[src/rtl/calc_pkg.sv]
// Shared constants for the calculator core: opcodes, one-hot state encoding and
// Flag bit positions.
package calc_pkg;

  localparam logic [1:0] OP_ADD = 2'b00;
  localparam logic [1:0] OP_SUB = 2'b01;
  localparam logic [1:0] OP_MUL = 2'b10;
  localparam logic [1:0] OP_DIV = 2'b11;

  localparam int S_I      = 0;
  localparam int S_GET_A  = 1;
  localparam int S_GET_B  = 2;
  localparam int S_GET_OP = 3;
  localparam int S_ADD    = 4;
  localparam int S_SUB    = 5;
  localparam int S_MUL    = 6;
  localparam int S_DIV    = 7;
  localparam int S_ERR    = 8;
  localparam int S_DONE   = 9;
  localparam int NUM_ST   = 10;

  localparam int FLG_CARRY = 0;
  localparam int FLG_OVF   = 1;
  localparam int FLG_DZ    = 2;

  // Each state value is a single bit at its S_* index, so state bits map straight to outputs.
  typedef enum logic [NUM_ST-1:0] {
    ST_I      = 10'b00_0000_0001,
    ST_GET_A  = 10'b00_0000_0010,
    ST_GET_B  = 10'b00_0000_0100,
    ST_GET_OP = 10'b00_0000_1000,
    ST_ADD    = 10'b00_0001_0000,
    ST_SUB    = 10'b00_0010_0000,
    ST_MUL    = 10'b00_0100_0000,
    ST_DIV    = 10'b00_1000_0000,
    ST_ERR    = 10'b01_0000_0000,
    ST_DONE   = 10'b10_0000_0000
  } state_e;

endpackage

[src/rtl/calc_seq_div.sv]
// Start/busy/done divider by repeated subtraction; holds working remainder R and quotient Q.
// The o_rem port exists only when CALC_REM_EN is defined.
module calc_seq_div #(
  parameter int WIDTH = 16
) (
  input  logic             Clk,
  input  logic             Reset,
  input  logic             i_start,
  input  logic [WIDTH-1:0] i_a,
  input  logic [WIDTH-1:0] i_b,
  output logic             o_done,
  output logic [WIDTH-1:0] o_quot
`ifdef CALC_REM_EN
  ,
  output logic [WIDTH-1:0] o_rem
`endif
);

  logic             r_busy;
  logic [WIDTH-1:0] r_rem;
  logic [WIDTH-1:0] r_quot;
  logic             w_ge;

  // i_b must stay stable while busy; the caller never starts with i_b == 0.
  assign w_ge = (r_rem >= i_b);

  always_ff @(posedge Clk or negedge Reset) begin
    if (!Reset) begin
      r_busy <= 1'b0;
      r_rem  <= '0;
      r_quot <= '0;
    end else if (i_start) begin
      r_busy <= 1'b1;
      r_rem  <= i_a;
      r_quot <= '0;
    end else if (r_busy) begin
      if (w_ge) begin
        r_rem  <= r_rem - i_b;
        r_quot <= r_quot + WIDTH'(1);
      end else begin
        r_busy <= 1'b0;
      end
    end
  end

  assign o_done = r_busy & ~w_ge;
  assign o_quot = r_quot;
`ifdef CALC_REM_EN
  assign o_rem  = r_rem;
`endif

endmodule

[src/rtl/ee354_calc_core.sv]
// Calculator core: captures A, B and an opcode on Confirm pulses, then adds, subtracts,
// multiplies (shift-add) or divides (calc_seq_div). CALC_REM_EN builds the Remainder register.
module ee354_calc_core
  import calc_pkg::*;
#(
  parameter int WIDTH = 16,
  parameter int CNT_W = 5
) (
  input  logic             Clk,
  input  logic             Reset,
  input  logic [WIDTH-1:0] Input,
  input  logic             Confirm,
  output logic [WIDTH-1:0] A,
  output logic [WIDTH-1:0] B,
  output logic [WIDTH-1:0] Result,
  output logic [WIDTH-1:0] Remainder,
  output logic [WIDTH-1:0] Flag,
  output logic             QI,
  output logic             QGet_A,
  output logic             QGet_B,
  output logic             QGet_Op,
  output logic             QAdd,
  output logic             QSub,
  output logic             QMul,
  output logic             QDiv,
  output logic             QErr,
  output logic             QDone,
  output logic             Done
);

  state_e             r_state;
  state_e             w_next;
  logic [WIDTH-1:0]   r_a;
  logic [WIDTH-1:0]   r_b;
  logic [WIDTH-1:0]   r_result;
  logic [WIDTH-1:0]   r_flag;
  logic [2*WIDTH-1:0] r_mcand;
  logic [2*WIDTH-1:0] r_prod;
  logic [2*WIDTH-1:0] w_prod_next;
  logic [WIDTH-1:0]   r_mplier;
  logic [CNT_W-1:0]   r_cnt;
  logic [WIDTH:0]     w_sum;
  logic [1:0]         w_op;
  logic               w_mul_last;
  logic               w_mul_start;
  logic               w_div_start;
  logic               w_dz;
  logic               w_div_done;
  logic [WIDTH-1:0]   w_div_quot;

  assign w_op        = Input[1:0];
  assign w_sum       = {1'b0, r_a} + {1'b0, r_b};
  assign w_prod_next = r_mplier[0] ? (r_prod + r_mcand) : r_prod;
  assign w_mul_last  = (r_cnt == CNT_W'(WIDTH - 1));

  // Confirm is a one-cycle pulse; it is consumed only in QGet_A/QGet_B/QGet_Op/QErr/QDone
  // and silently dropped in every other state (no queuing).
  always_comb begin
    w_next      = r_state;
    w_mul_start = 1'b0;
    w_div_start = 1'b0;
    w_dz        = 1'b0;
    case (r_state)
      ST_I:      w_next = ST_GET_A;
      ST_GET_A:  if (Confirm) w_next = ST_GET_B;
      ST_GET_B:  if (Confirm) w_next = ST_GET_OP;
      ST_GET_OP: begin
        if (Confirm) begin
          case (w_op)
            OP_ADD: w_next = ST_ADD;
            OP_SUB: w_next = ST_SUB;
            OP_MUL: begin
              w_next      = ST_MUL;
              w_mul_start = 1'b1;
            end
            default: begin
              if (r_b == '0) begin
                w_next = ST_ERR;
                w_dz   = 1'b1;
              end else begin
                w_next      = ST_DIV;
                w_div_start = 1'b1;
              end
            end
          endcase
        end
      end
      ST_ADD, ST_SUB: w_next = ST_DONE;
      ST_MUL:    if (w_mul_last) w_next = ST_DONE;
      ST_DIV:    if (w_div_done) w_next = ST_DONE;
      ST_ERR, ST_DONE: if (Confirm) w_next = ST_I;
      default:   w_next = ST_I;
    endcase
  end

  always_ff @(posedge Clk or negedge Reset) begin
    if (!Reset) r_state <= ST_I;
    else        r_state <= w_next;
  end

  always_ff @(posedge Clk or negedge Reset) begin
    if (!Reset) begin
      r_a      <= '0;
      r_b      <= '0;
      r_result <= '0;
      r_flag   <= '0;
      r_mcand  <= '0;
      r_mplier <= '0;
      r_prod   <= '0;
      r_cnt    <= '0;
    end else begin
      case (r_state)
        ST_I: begin
          r_a      <= '0;
          r_b      <= '0;
          r_result <= '0;
          r_flag   <= '0;
        end
        ST_GET_A: if (Confirm) r_a <= Input;
        ST_GET_B: if (Confirm) r_b <= Input;
        ST_GET_OP: begin
          if (w_mul_start) begin
            r_prod   <= '0;
            r_mcand  <= {{WIDTH{1'b0}}, r_a};
            r_mplier <= r_b;
            r_cnt    <= '0;
          end
          if (w_dz) begin
            r_result       <= '0;
            r_flag         <= '0;
            r_flag[FLG_DZ] <= 1'b1;
          end
        end
        ST_ADD: begin
          r_result          <= w_sum[WIDTH-1:0];
          r_flag            <= '0;
          r_flag[FLG_CARRY] <= w_sum[WIDTH];
        end
        ST_SUB: begin
          r_result          <= r_a - r_b;
          r_flag            <= '0;
          r_flag[FLG_CARRY] <= (r_a < r_b);
        end
        ST_MUL: begin
          r_prod   <= w_prod_next;
          r_mcand  <= r_mcand << 1;
          r_mplier <= r_mplier >> 1;
          r_cnt    <= r_cnt + CNT_W'(1);
          if (w_mul_last) begin
            r_result        <= w_prod_next[WIDTH-1:0];
            r_flag          <= '0;
            r_flag[FLG_OVF] <= |w_prod_next[2*WIDTH-1:WIDTH];
          end
        end
        ST_DIV: if (w_div_done) r_result <= w_div_quot;
        default: ;
      endcase
    end
  end

`ifdef CALC_REM_EN
  logic [WIDTH-1:0] w_div_rem;
  logic [WIDTH-1:0] r_rem;

  always_ff @(posedge Clk or negedge Reset) begin
    if (!Reset)                                r_rem <= '0;
    else if (r_state == ST_I)                  r_rem <= '0;
    else if (r_state == ST_DIV && w_div_done)  r_rem <= w_div_rem;
  end

  assign Remainder = r_rem;
`else
  assign Remainder = '0;
`endif

  calc_seq_div #(.WIDTH(WIDTH)) u_div (
    .Clk     (Clk),
    .Reset   (Reset),
    .i_start (w_div_start),
    .i_a     (r_a),
    .i_b     (r_b),
    .o_done  (w_div_done),
    .o_quot  (w_div_quot)
`ifdef CALC_REM_EN
    ,
    .o_rem   (w_div_rem)
`endif
  );

  assign A       = r_a;
  assign B       = r_b;
  assign Result  = r_result;
  assign Flag    = r_flag;
  assign QI      = r_state[S_I];
  assign QGet_A  = r_state[S_GET_A];
  assign QGet_B  = r_state[S_GET_B];
  assign QGet_Op = r_state[S_GET_OP];
  assign QAdd    = r_state[S_ADD];
  assign QSub    = r_state[S_SUB];
  assign QMul    = r_state[S_MUL];
  assign QDiv    = r_state[S_DIV];
  assign QErr    = r_state[S_ERR];
  assign QDone   = r_state[S_DONE];
  assign Done    = r_state[S_DONE] | r_state[S_ERR];

endmodule

[config.mk]
export PLATFORM = sky130hd
export DESIGN_NAME = ee354_calc_core
export DESIGN_NICKNAME = d
export VERILOG_FILES = /design/src/rtl/calc_pkg.sv /design/src/rtl/calc_seq_div.sv /design/src/rtl/ee354_calc_core.sv
export SDC_FILE = /design/constraint.sdc
export NUM_CORES = 1
export LEC_CHECK = 0
export ABC_AREA = 1
export BUFFER_PORTS_ARGS = -buffer_cell sky130_fd_sc_hd__buf_2
export CAP_MARGIN = 5
export CORE_UTILIZATION = 40
export DETAILED_ROUTE_END_ITERATION = 8
export PLACE_DENSITY = 0.66
export SYNTH_ARGS = -nofsm -noshare
export SYNTH_HDL_FRONTEND = slang
export SYNTH_HIERARCHICAL = 1
export SYNTH_SLANG_ARGS = --single-unit
[constraint.sdc]
create_clock -name Clk -period 2.9 [get_ports Clk]
set_clock_uncertainty 0.1 [all_clocks]
set_input_delay 0.435 -clock Clk [delete_from_list [all_inputs] [get_ports Clk]]
set_output_delay 0.435 -clock Clk [all_outputs]
set_load 0.05 [all_outputs]
==> results summary, run 1 <==
The run finished, with violations left. The final reports fail on design-rule violations. Data arrives at the worst endpoint at roughly 3000 ps. The floorplan step defined a die boundary enclosing 34600 sq um. The count of warnings emitted by yosys is 6. The number of rows created at floorplan came out at between 60 and 70.

The number of DRC violations after detailed routing came out at 4. The top cell types in the final layout, fill and taps aside, are 614 x nand2_1, 327 x inv_1, 178 x dfrtp_1. For this configuration, the core starts out at a cell density of 40.5%. The number of sinks on the clock net came out at 179. Synthesis produced a netlist whose cell count is 2003.

From left edge to right edge, the die measures 186 um. The detailed router's first-iteration violation count came out at 1102. In this run, synthesis inferred 0 flip-flops with an integrated enable. The data required time at the worst endpoint is between 3000 and 4000 ps. The core box area came out at 33400 sq um. The post-CTS setup buffer count is 0. The cell area after placement came out at approximately 15000 sq um. The number of buffers and inverters on the critical path is 1. The residual overflow from global routing came out at 0.

The standard cell with the maximum stage delay on the critical path is fa_1. The number of register bits inferred by synthesis is 179. The worst hold path belongs to the class input port to flop. Setup repair after global routing left no endpoint under its margin. TritonCTS built the clock tree.

Setup violations remaining at the end of the flow were counted as 0. From synthesis to final layout, the design area changed by 14.0%. The slew of the pin with the lowest slew margin is about 680 ps. The floorplan step set the die height to roughly 190 um.

In this run the tool buffered the top-level ports with 80 buffer cells. The number of nets in the final layout came out at 2230. The total count of max-transition violations in the final report came to 0.

The cell area after layout is roughly 15000 sq um. The post-detailed-routing wire length is 43800 um. The family with the most delay on the worst path is simple AND/OR/NAND/NOR gates. Once layout is complete, the cells apart from fillers number 2586. The critical path goes through buf_4, ha_1, fa_1, a21oi_1, o21ai_0, nand2_1, nand2_1, nand3_1, nand3_1, o21ai_0, nand4_1, nand2_1, nand2_1. The via count of the first global-routing pass came to between 10000 and 15000. The mean routed wirelength per cell is 16.9 um. For this design the ratio of total power to cell area is between 1000 and 1500 nW/um^2. The cell sitting at the root of the clock tree is a clkbuf_16.

Counting tap cells, the placed design contains a total of between 2000 and 3000 instances. The worst voltage drop across the vdd grid is 596 uV. The later-pin clock latency in the skew report is 460 ps. The detailed placement HPWL is between 30000 and 40000 um.

The final-layout setup total negative slack is 0 ps. The deepest level of the CTS H-tree is 4. The worst-path maximum fanout is 5. The synthesized area per cell is 6.76 sq um. The share of layout cells above drive strength 1 came out at 10.9%.

Buffers inserted during clock tree synthesis total 17. Entering global routing, the biggest net connects 69 pins. The worst setup path is launched from a flop. The worst setup path is captured at a flop. Routability-driven placement finished with a final weighted congestion of 1.00. The number of endpoints with negative hold slack in the final report is 0.

The primary flip-flop cell chosen by synthesis mapping is dfrtp_1. In this run the remaining antenna-violating nets after routing total 0. The worst slew margin relative to its limit came out at 54.4%. Synthesis instantiated 54 different standard cells from the library. The overall via count from detail_route came out at ~14000. Summing the sequential cell areas from Yosys gives 33.1% of the chip area.

The highest clock rate is 0.362 GHz. The global-route usage over all layers came out at about a quarter. The first TritonRoute pass finished after 8 iterations. The analysis attributes to cell leakage a power of 8.51 nW. Counting flops with an async set or reset pin after synthesis yields a share of 100%. The post-route clock period utilization came out at a little over nine tenths. The initial antenna violation count came to 0.

The first global-routing pass estimated 70000 um of wire. The count of pins on the block boundary is 110. Clock-pin slew was measured on the worst setup and hold paths at 70 ps. The maximum clock path buffer count is 2. The average via count per standard cell came out at 5.26. The cell area that synthesis handed to floorplanning was 13500 sq um. The critical path in this run is classified as flop to flop. The tool flagged a number of max-cap violations equal to 0.

Among the stages of the critical path, the cell type that occurs most often is nand2_1. The shortest period the worst path allows is around 2800 ps. The largest incremental delay on the critical path is approximately 420 ps. The leading cell type in the layout, fill and taps excluded is nand2_1.
[report_power, final]
group / switching (mW) / internal (mW)
logic: 6.72 / 3.13
registers: 0.478 / 3.04
clock network: 1.08 / 1.30
total: 8.28 / 7.47
[synthesized netlist by cell type, types with 4 or more instances]
| master | number | area, sq um |
|---|---|---|
| o2111ai_1 | 5 | 43.8 |
| ha_1 | 82 | 1030 |
| a21oi_1 | 77 | 385 |
| nor3_1 | 24 | 120 |
| clkbuf_1 | 36 | 135 |
| o211ai_1 | 19 | 143 |
| xor2_1 | 35 | 307 |
| buf_2 | 11 | 55.1 |
| nand2_2 | 4 | 25.0 |
| nor2_1 | 124 | 465 |
| o21ai_1 | 5 | 25.0 |
| nand3b_1 | 4 | 30.0 |
| nor4_1 | 6 | 37.5 |
| o21ai_0 | 98 | 490 |
| nand2_1 | 615 | 2310 |
| buf_4 | 34 | 255 |
| o22ai_1 | 42 | 263 |
| fa_1 | 4 | 80.1 |
| nor2_2 | 5 | 31.3 |
| nand3_1 | 156 | 781 |
| inv_1 | 327 | 1230 |
| o21bai_1 | 7 | 52.6 |
| a211oi_1 | 4 | 30.0 |
| nand4_1 | 28 | 175 |
| inv_2 | 6 | 22.5 |
| and2_1 | 4 | 25.0 |
| o221ai_1 | 15 | 131 |
| a22o_1 | 9 | 78.8 |
| or2_2 | 5 | 31.3 |
| dfrtp_1 | 178 | 4450 |
[area by class of cell]
class                           instances  area [sq um]
Clock buffer                           18           439
Fill cell                            3451         18000
Inverter                              336          1260
Antenna cell                            1          2.50
Tap cell                              448           561
Timing Repair Buffer                  159          1080
Sequential cell                       179          4480
Multi-Input combinational cell       1432          7460
Clock inverter                         13           150
[sequential cells by signal, summed over array words and instances, names as in the netlist]
| name | count |
|---|---|
| r_mcand | 32 |
| r_prod | 32 |
| A | 16 |
| B | 16 |
| Result | 16 |
| r_mplier | 16 |
| u_div/o_quot | 16 |
| u_div/r_rem | 16 |
| r_state | 10 |
| r_cnt | 5 |
| Flag | 3 |
| u_div/r_busy | 1 |
[path summary, 6_finish.rpt]
check                                       from                      to  slack, ps  cells past startpoint
max                             B[0]$_DFFE_PN0P_  Result[14]$_DFFE_PN0P_        140                     13
min                                     Input[0]  r_state[4]$_DFFE_PN0P_        110                      2
max reg2reg                     B[0]$_DFFE_PN0P_  Result[14]$_DFFE_PN0P_        140                     13
min reg2reg                Result[0]$_DFFE_PN0P_   Result[0]$_DFFE_PN0P_        380                      2
max in group asynchronous                  Reset  r_state[0]$_DFFE_PN1P_       1450                      3
min in group asynchronous                  Reset   Result[8]$_DFFE_PN0P_        470                      2
[per-layer routing]
metal	part of all wire, %	track usage (%)
met1	45	35.0
met2	46	43.2
met3	5.9	4.11
met4	3.2	10.7
met5	0	0
[worst reg2reg max path, stage by stage, from the launching register on]
cell	delay, ps
dfrtp_1	390
buf_4	160
ha_1	210
fa_1	420
a21oi_1	160
o21ai_0	170
nand2_1	130
nand2_1	140
nand3_1	110
nand3_1	120
o21ai_0	300
nand4_1	130
nand2_1	80
nand2_1	40
[stage by stage]
| stage | setup WS, ps | utilization, % | power [mW] | hold slack (ps) |
|---|---|---|---|---|
| global placement | 100 | 44.3 | 13.1 | 360 |
| CTS | 53.1 | 46.1 | 15.6 | 97.7 |
| floorplan | 80.4 | - | 10.4 | 39.4 |
| detailed placement | 70.1 | 44.3 | 13.2 | 368 |
| finish | 139 | 46.2 | 15.7 | 113 |
| global route | 11.5 | 46.2 | 17.1 | 102 |
[cell families after synthesis]
| kind of cell | Yosys count | synth area share (%) |
|---|---|---|
| AND/OR/NAND/NOR | 987 | 30.7 |
| flip-flops | 179 | 33.1 |
| buffers and inverters | 420 | 12.8 |
| adder cells (fa/ha/maj) | 86 | 8.16 |
| AO/OA/AOI/OAI | 293 | 12.9 |
| XOR/XNOR | 37 | 2.39 |
| other | 1 | 0.0277 |
[repair_timing]
| item | 4_1_cts | 5_1_grt |
|---|---|---|
| gates resized for setup | 0 | 8 |
| hold endpoints to repair | 63 | 0 |
| setup endpoints to repair | 0 | 17 |
| hold buffers | 1 | 0 |
(Power assumes the default switching activity.)
==> run 2: changes to the inputs <==
Settings changed: CELL_PAD_IN_SITES_DETAIL_PLACEMENT set to 1, CELL_PAD_IN_SITES_GLOBAL_PLACEMENT set to 1, PLACE_DENSITY 0.66 to 0.84, SLEW_MARGIN set to 20.
==> results summary, run 2 (synthesis results as in run 1) <==
The flow ran to the end, and the final reports show no timing, DRC or antenna violations. The layout overhead on the synthesized area came out at 14.7%. STA classifies the critical path endpoint as a flop.

The deepest level of the CTS H-tree was 4 (unchanged). The count of buffers from port buffering is 80 (unchanged). The worst voltage drop across the vdd grid came out at 616 uV (+3.3%).

The leading cell type in the layout, fill and taps excluded is nand2_1. The kind of start point of the critical path is a flop. The detailed placement HPWL came to 39300 um (+15%). The residual antenna-violating net count after detailed routing is 0 (unchanged). The total power density per cell area is 1060 nW/um^2 (+4.0%).

The total met2 wirelength after detailed routing is 25200 um (+25%). The number of DRC violations after detailed routing came out at 0 (-4). The critical path data arrival time came out at 3090 ps (+80 ps).

The die area was 34600 sq um (unchanged). The count of non-filler cells in the finished layout came out at 2589 (+0.12%). The die height came out at 186 um (unchanged).

The detailed router's first-iteration violation count came out at 888 (-19%). The residual overflow from global routing is 0 (unchanged). The total of max-cap violations is 0 (unchanged). The average via count per standard cell came out at 5.43 (+3.2%). The via count of the first global-routing pass came out at 14600 (+12%). The critical path in this run is classified as flop to flop. The post-route worst setup slack came to 110 ps (-28.8 ps). The slew of the pin with the lowest slew margin came out at 637 ps (-44.8 ps).

The number of endpoints with negative hold slack in the final report is 0 (unchanged). The data required time at the worst endpoint is 3200 ps (+50 ps). The register-to-register path setup slack is 110 ps (-30 ps). The post-route clock period utilization came out at 96.2% (+0.99 points).

The overall via count from detail_route came to 14100 (+3.3%). The number of sinks on the clock net came to 179 (unchanged). The first-pass GRT wire length came to 80400 um (+15%).

The maximum clock path buffer count is 2 (unchanged). In the layout the commonest cells are 610 x nand2_1, 326 x inv_1, 177 x dfrtp_1. The CTS buffer count came to 17 (unchanged). The tree is rooted in a clkbuf_16.

The top layer used by detailed routing is met5. The global-route usage over all layers is 30.4% (+3.9 points). The highest clock rate was 0.358 GHz (-1.0%). The final-layout setup total negative slack came out at 0 ps (unchanged). The pin count of the biggest net entering global routing was 62 (-10%). The cell area after placement is 14800 sq um (+0.15%). The later-pin clock latency in the skew report came out at 460 ps (about the same).

The static power due to leakage is 8.53 nW (+0.33%). The global placer's final weighted congestion came out at 0.959 (-4.4%). The placed cell count is 2556 (+0.12%).

The worst hold slack came out at 108 ps (-5.38 ps). TritonCTS built the clock tree. The met1 wire length came out at 21800 um (+11%).

The count of inserted antenna diode cells came out at 0 (-1). The clock-pin slew on the worst setup and hold paths is 80 ps (about the same). The share of layout cells above drive strength 1 came to 11.6% (+0.73 points). The die outline width came to 186 um (unchanged).

The initial core utilization came out at 40.5% (unchanged). The total power draw is 16.5 mW (+4.7%). The total count of max-transition violations in the final report came out at 0 (unchanged). The shortest period the worst path allows is 2790 ps (+28.8 ps). The count of TritonRoute iterations in the first routing pass is 5 (-3). The cell area after layout came out at 15500 sq um (+0.66%).

The worst slew margin relative to its limit was 57.2% (+2.8 points). The core box area came out at 33400 sq um (unchanged). The number of nets in the final layout is 2233 (+0.13%).

The post-detailed-routing wire length came out at 50800 um (+16%). The met3 wire length came out at 2320 um (-9.8%). The largest registers in the layout are r_mcand: 32 flops, r_prod: 32 flops. In this run the worst hold path is classified as input port to flop. The number of setup violations in the final report came out at 0 (unchanged). The worst slack at placement came to 60.1 ps (-10.0 ps). The initial antenna violation count came out at 1 (+1).

The worst-path maximum fanout was 5 (unchanged). The number of rows created at floorplan came out at 67 (unchanged). The mean routed wirelength per cell is 19.6 um (+16%).

The count of pins on the block boundary came to 110 (unchanged). The final design utilization is 46.5% (+0.31 points).
## run 2: changes by cell type in the layout (fill, tap and decap cells not counted), sizes merged
cell and change:
bufinv +1, clkinvlp +2, inv -2, buf +3
diode -1, clkinv -4, clkbuf +4
## run 2: per-layer routing
| layer | track usage (%) | vias up |
|---|---|---|
| li1 | - | 6632 |
| met1 | 38.7 | 6926 |
| met2 | 52.5 | 389 |
| met3 | 3.68 | 102 |
| met4 | 11.3 | 2 |
| met5 | 0 | - |
## run 2: area by class of cell
type | count | area [sq um]
fillers | 4412 | 17900
multi-input cells | 1432 | 7500
clock buffers | 22 | 484
repair buffers | 162 | 1110
well taps | 448 | 561
clock inverters | 10 | 144
inverters | 336 | 1260
flip-flops and latches | 179 | 4480
## run 2: worst max-delay path, stage by stage, from the launching register on
cell and delay (ps):
dfrtp_1 400, buf_4 170, nor4_1 410, nand4_1 300, nor3_1 350, nand2_1 100
nand2_1 120, nand3_1 420, nor2_1 220, nand2_1 80, nand2_1 50
## run 2: report_power, final
| group | internal, mW | leakage, nW | total (mW) | switching, mW |
|---|---|---|---|---|
| clock | 1.45 | 0.299 | 2.55 | 1.10 |
| sequential | 3.04 | 2.16 | 3.56 | 0.518 |
| combinational | 3.21 | 6.08 | 10.4 | 7.15 |
| total | 7.71 | 8.53 | 16.5 | 8.77 |
## run 2: timing repair
item                                    4_1_cts  5_1_grt
hold endpoints to repair                     51        0
endpoints found under the setup margin        0       24
hold buffers                                  1        0
setup buffers                                 0        0
resized for setup                             0       26
## run 2: worst paths after layout
check	start	end	cells past startpoint
worst min register to register	Result[8]$_DFFE_PN0P_	Result[8]$_DFFE_PN0P_	2
worst max-delay path	B[8]$_DFFE_PN0P_	Flag[1]$_DFFE_PN0P_	10
worst min-delay path	Input[1]	r_state[5]$_DFFE_PN0P_	2
min in group asynchronous	Reset	r_mcand[13]$_DFFE_PN0P_	2
max in group asynchronous	Reset	r_state[0]$_DFFE_PN1P_	3
worst max register to register	B[8]$_DFFE_PN0P_	Flag[1]$_DFFE_PN0P_	10
==> run 3: changes to the inputs <==
Settings changed: ABC_AREA 1 to unset, CORE_UTILIZATION 40 to 31, PLACE_DENSITY 0.84 to 0.67.
==> results summary, run 3 <==
The count of warnings emitted by yosys is 6 (unchanged). The source of the critical timing path is r_prod[9]$_DFFE_PN0P_. The overall via count from detail_route came out at 13200 (-6.2%).

By area the synthesized netlist is led by dfrtp_1 35%, ha_1 8.1%, nand2_1 5.7%. The post-route worst setup slack is -475 ps (-585 ps). The total power density per cell area is 955 nW/um^2 (-9.9%). The worst slew margin relative to its limit came out at 45.0% (-12 points). The global-route usage over all layers was 24.7% (-5.7 points). The sequential fraction of the synthesis area was 35.5% (+2.4 points). The via count of the first global-routing pass is 14000 (-4.3%). The library cells used most frequently in the layout, excluding fill and tap cells, are 344 x buf_4, 181 x nand2_1, 162 x dfrtp_1. The average via count per standard cell came to 5.47 (+0.73%).

The total count of max-transition violations in the final report is 0 (unchanged). STA classifies the critical path endpoint as a flop. The CTS buffer count came out at 17 (unchanged).

The die height came out at 204 um (+9.5%). The origin of the critical flop-to-flop path is r_prod[9]$_DFFE_PN0P_. The post-synthesis cell type with the largest combined area is dfrtp_1. The worst slack at placement came to -543 ps (-603 ps). TritonCTS built the clock tree. The synthesized area per cell was 8.58 sq um (+27%). The number of cell instances on the worst register-to-register path is 12 (+2). The final design utilization came to 44.5% (-2.0 points).

The library cell used most frequently in the layout, excluding fill and tap cells, is buf_4. The area share of the largest cell type after synthesis is 35.3% (+2.4 points). The initial antenna violation count came out at 0 (-1). The post-synthesis async set-or-reset flop share came out at 100% (unchanged). The detailed placement HPWL came out at 37600 um (-4.4%). The synthesized instance count came to 1471 (-27%). The mapped cell area came out at 12600 sq um (-6.9%). The flow ran to the end, but the final reports show violations. The count of non-filler cells in the finished layout is 2412 (-6.8%). The number of cells on the worst hold path is 2 (unchanged). The worst hold slack came out at 105 ps (-3.11 ps). The data required time at the worst endpoint is 3140 ps (-60 ps). The global placer's final weighted congestion is 0.914 (-4.8%). The clock-pin slew on the worst setup and hold paths is 70 ps (about the same). The worst setup path is of the flop to flop kind.

The first-pass GRT wire length was 79400 um (-1.2%). From synthesis to final layout, the design area changed by 40.8%. The largest registers in the layout are r_mcand: 32 flops, r_prod: 32 flops. The worst voltage drop across the vdd grid is 672 uV (+9.2%). The total of max-cap violations is 0 (unchanged).

The maximum clock path buffer count came out at 2 (unchanged). The shortest period the worst path allows came out at 3370 ps (+585 ps). The residual antenna-violating net count after detailed routing was 0 (unchanged). The number of setup violations in the final report came out at 29 (+29). The highest clock rate is 0.296 GHz (-17%).

The critical path data arrival time was 3620 ps (+530 ps). The slew of the pin with the lowest slew margin is 824 ps (+187 ps). The number of library cell types mapped by synthesis is 93 (+72%). The count of TritonRoute iterations in the first routing pass came to 5 (unchanged). The die outline width is 204 um (+9.5%). The share of layout cells above drive strength 1 came to 35.4% (+24 points). The count of buffers from port buffering came out at 80 (unchanged). The post-detailed-routing wire length came out at 51300 um (+1.1%). The number of register bits inferred by synthesis is 179 (unchanged).

The detailed router's first-iteration violation count came out at 695 (-22%). The die area came out at 41500 sq um (+20%). The number of nets in the final layout came out at 1979 (-11%).

The placed cell count came to 2335 (-8.6%). The tree is rooted in a clkbuf_16. Setup repair after global routing could not meet its margin everywhere.

The initial core utilization was 31.6% (-8.9 points). The deepest level of the CTS H-tree is 4 (unchanged). Among all flip-flop cells after synthesis, the most frequent one is dfrtp_1. The number of enable-type register cells in the synthesized netlist is 0 (unchanged).

The number of DRC violations after detailed routing is 0 (unchanged). The number of sinks on the clock net is 179 (unchanged). The number of fill cells was 4649 (+5.4%).

The kind of start point of the critical path is a flop. The number of rows created at floorplan came out at 73 (+9.0%). The critical path ends at Flag[1]$_DFFE_PN0P_. The pin count of the biggest net entering global routing is 55 (-11%).

The count of inserted antenna diode cells came out at 0 (unchanged). The worst register-to-register path ends at Flag[1]$_DFFE_PN0P_. The worst hold path belongs to the class input port to flop. The commonest cells after synthesis are 193 x nand2_1, 178 x dfrtp_1, 107 x a21oi_1. The post-route clock period utilization is 116% (+20 points).

The static power due to leakage came out at 8.29 nW (-2.8%). The later-pin clock latency in the skew report came out at 470 ps (about the same). The most instantiated library cell after synthesis is nand2_1. The number of endpoints with negative hold slack in the final report is 0 (unchanged). The core box area came out at 39900 sq um (+19%).

The mean routed wirelength per cell came out at 21.3 um (+8.5%). The residual overflow from global routing came out at 0 (unchanged). The count of pins on the block boundary came to 110 (unchanged). The register-to-register path setup slack is -470 ps (-590 ps).

The final reports fail on negative setup slack. The worst-path maximum fanout is 4 (-1).
[run 3: power by group]
part | total (mW) | internal, mW | switching [mW]
logic | 11.0 | 4.89 | 6.11
clock network | 2.39 | 1.25 | 1.14
registers | 3.58 | 3.03 | 0.549
total | 17.0 | 9.17 | 7.80
[run 3: area by class of cell]
class | instances | area (sq um) | share of cell area (%)
Clock buffer | 20 | 457 | 2.57
Tap cell | 525 | 657 | 3.70
Inverter | 73 | 278 | 1.56
Clock inverter | 12 | 123 | 0.690
Timing Repair Buffer | 462 | 3570 | 20.1
Multi-Input combinational cell | 1141 | 8180 | 46.0
Sequential cell | 179 | 4500 | 25.3
[run 3: cells by family (layout without fill, tap and decap cells)]
kind of cell | count (synthesis) | in the layout | synth area share, %
flip-flops | 179 | 179 | 35.5
XOR/XNOR | 43 | 43 | 2.98
AO/OA/AOI/OAI | 488 | 488 | 26.1
adder cells (fa/ha/maj) | 86 | 86 | 8.76
multiplexers | 23 | 23 | 1.86
other | 1 | 29 | 0.0297
AND/OR/NAND/NOR | 472 | 472 | 17.9
buffers and inverters | 179 | 567 | 6.77
[run 3: worst max-delay path, cell delays in order, from the launching register on]
cell,delay (ps)
dfrtp_1,410
ha_4,250
buf_4,150
nand3_1,100
o2bb2ai_2,70
or4b_4,510
o21ai_4,180
a211oi_2,90
or4_1,420
a31o_1,200
a2111o_1,340
nor4_2,310
a21oi_1,110
[run 3: worst min-delay path by stage]
| stage | to | from |
|---|---|---|
| after global placement | r_prod[26]$_DFFE_PN0P_ | Reset |
| after floorplan | A[0]$_DFFE_PN0P_ | Reset |
| after detailed placement | r_prod[19]$_DFFE_PN0P_ | Reset |
| final | A[6]$_DFFE_PN0P_ | Input[6] |
| after CTS | A[6]$_DFFE_PN0P_ | Input[6] |
| after global routing | A[2]$_DFFE_PN0P_ | Input[2] |
[run 3: metrics by stage]
step                      area (sq um)  total power [mW]  setup TNS, ps
final                            17800              17.0          -3900
after global routing             17800              17.9          -7760
after CTS                        17300              16.5          -3120
after detailed placement         16000              13.2          -7360
after global placement           16000              12.9          -4330
after floorplan                  12900              9.17           -884
[run 3: layer usage]
layer	GRT usage, %	up-vias	wire [um]	share of wire [%]
li1	-	6103	-	-
met1	30.6	6654	21900	43
met2	43.2	330	25600	50
met3	2.73	99	1840	3.6
met4	10.8	0	1970	3.8
met5	0	-	0	0
[run 3: repair_timing]
item,in CTS,in global routing
hold buffers,1,0
setup endpoints to repair,86,96
gates resized for setup,115,79
gates cloned,2,2
endpoints found under the hold margin,50,0
pin swaps,55,33
setup buffers,30,17
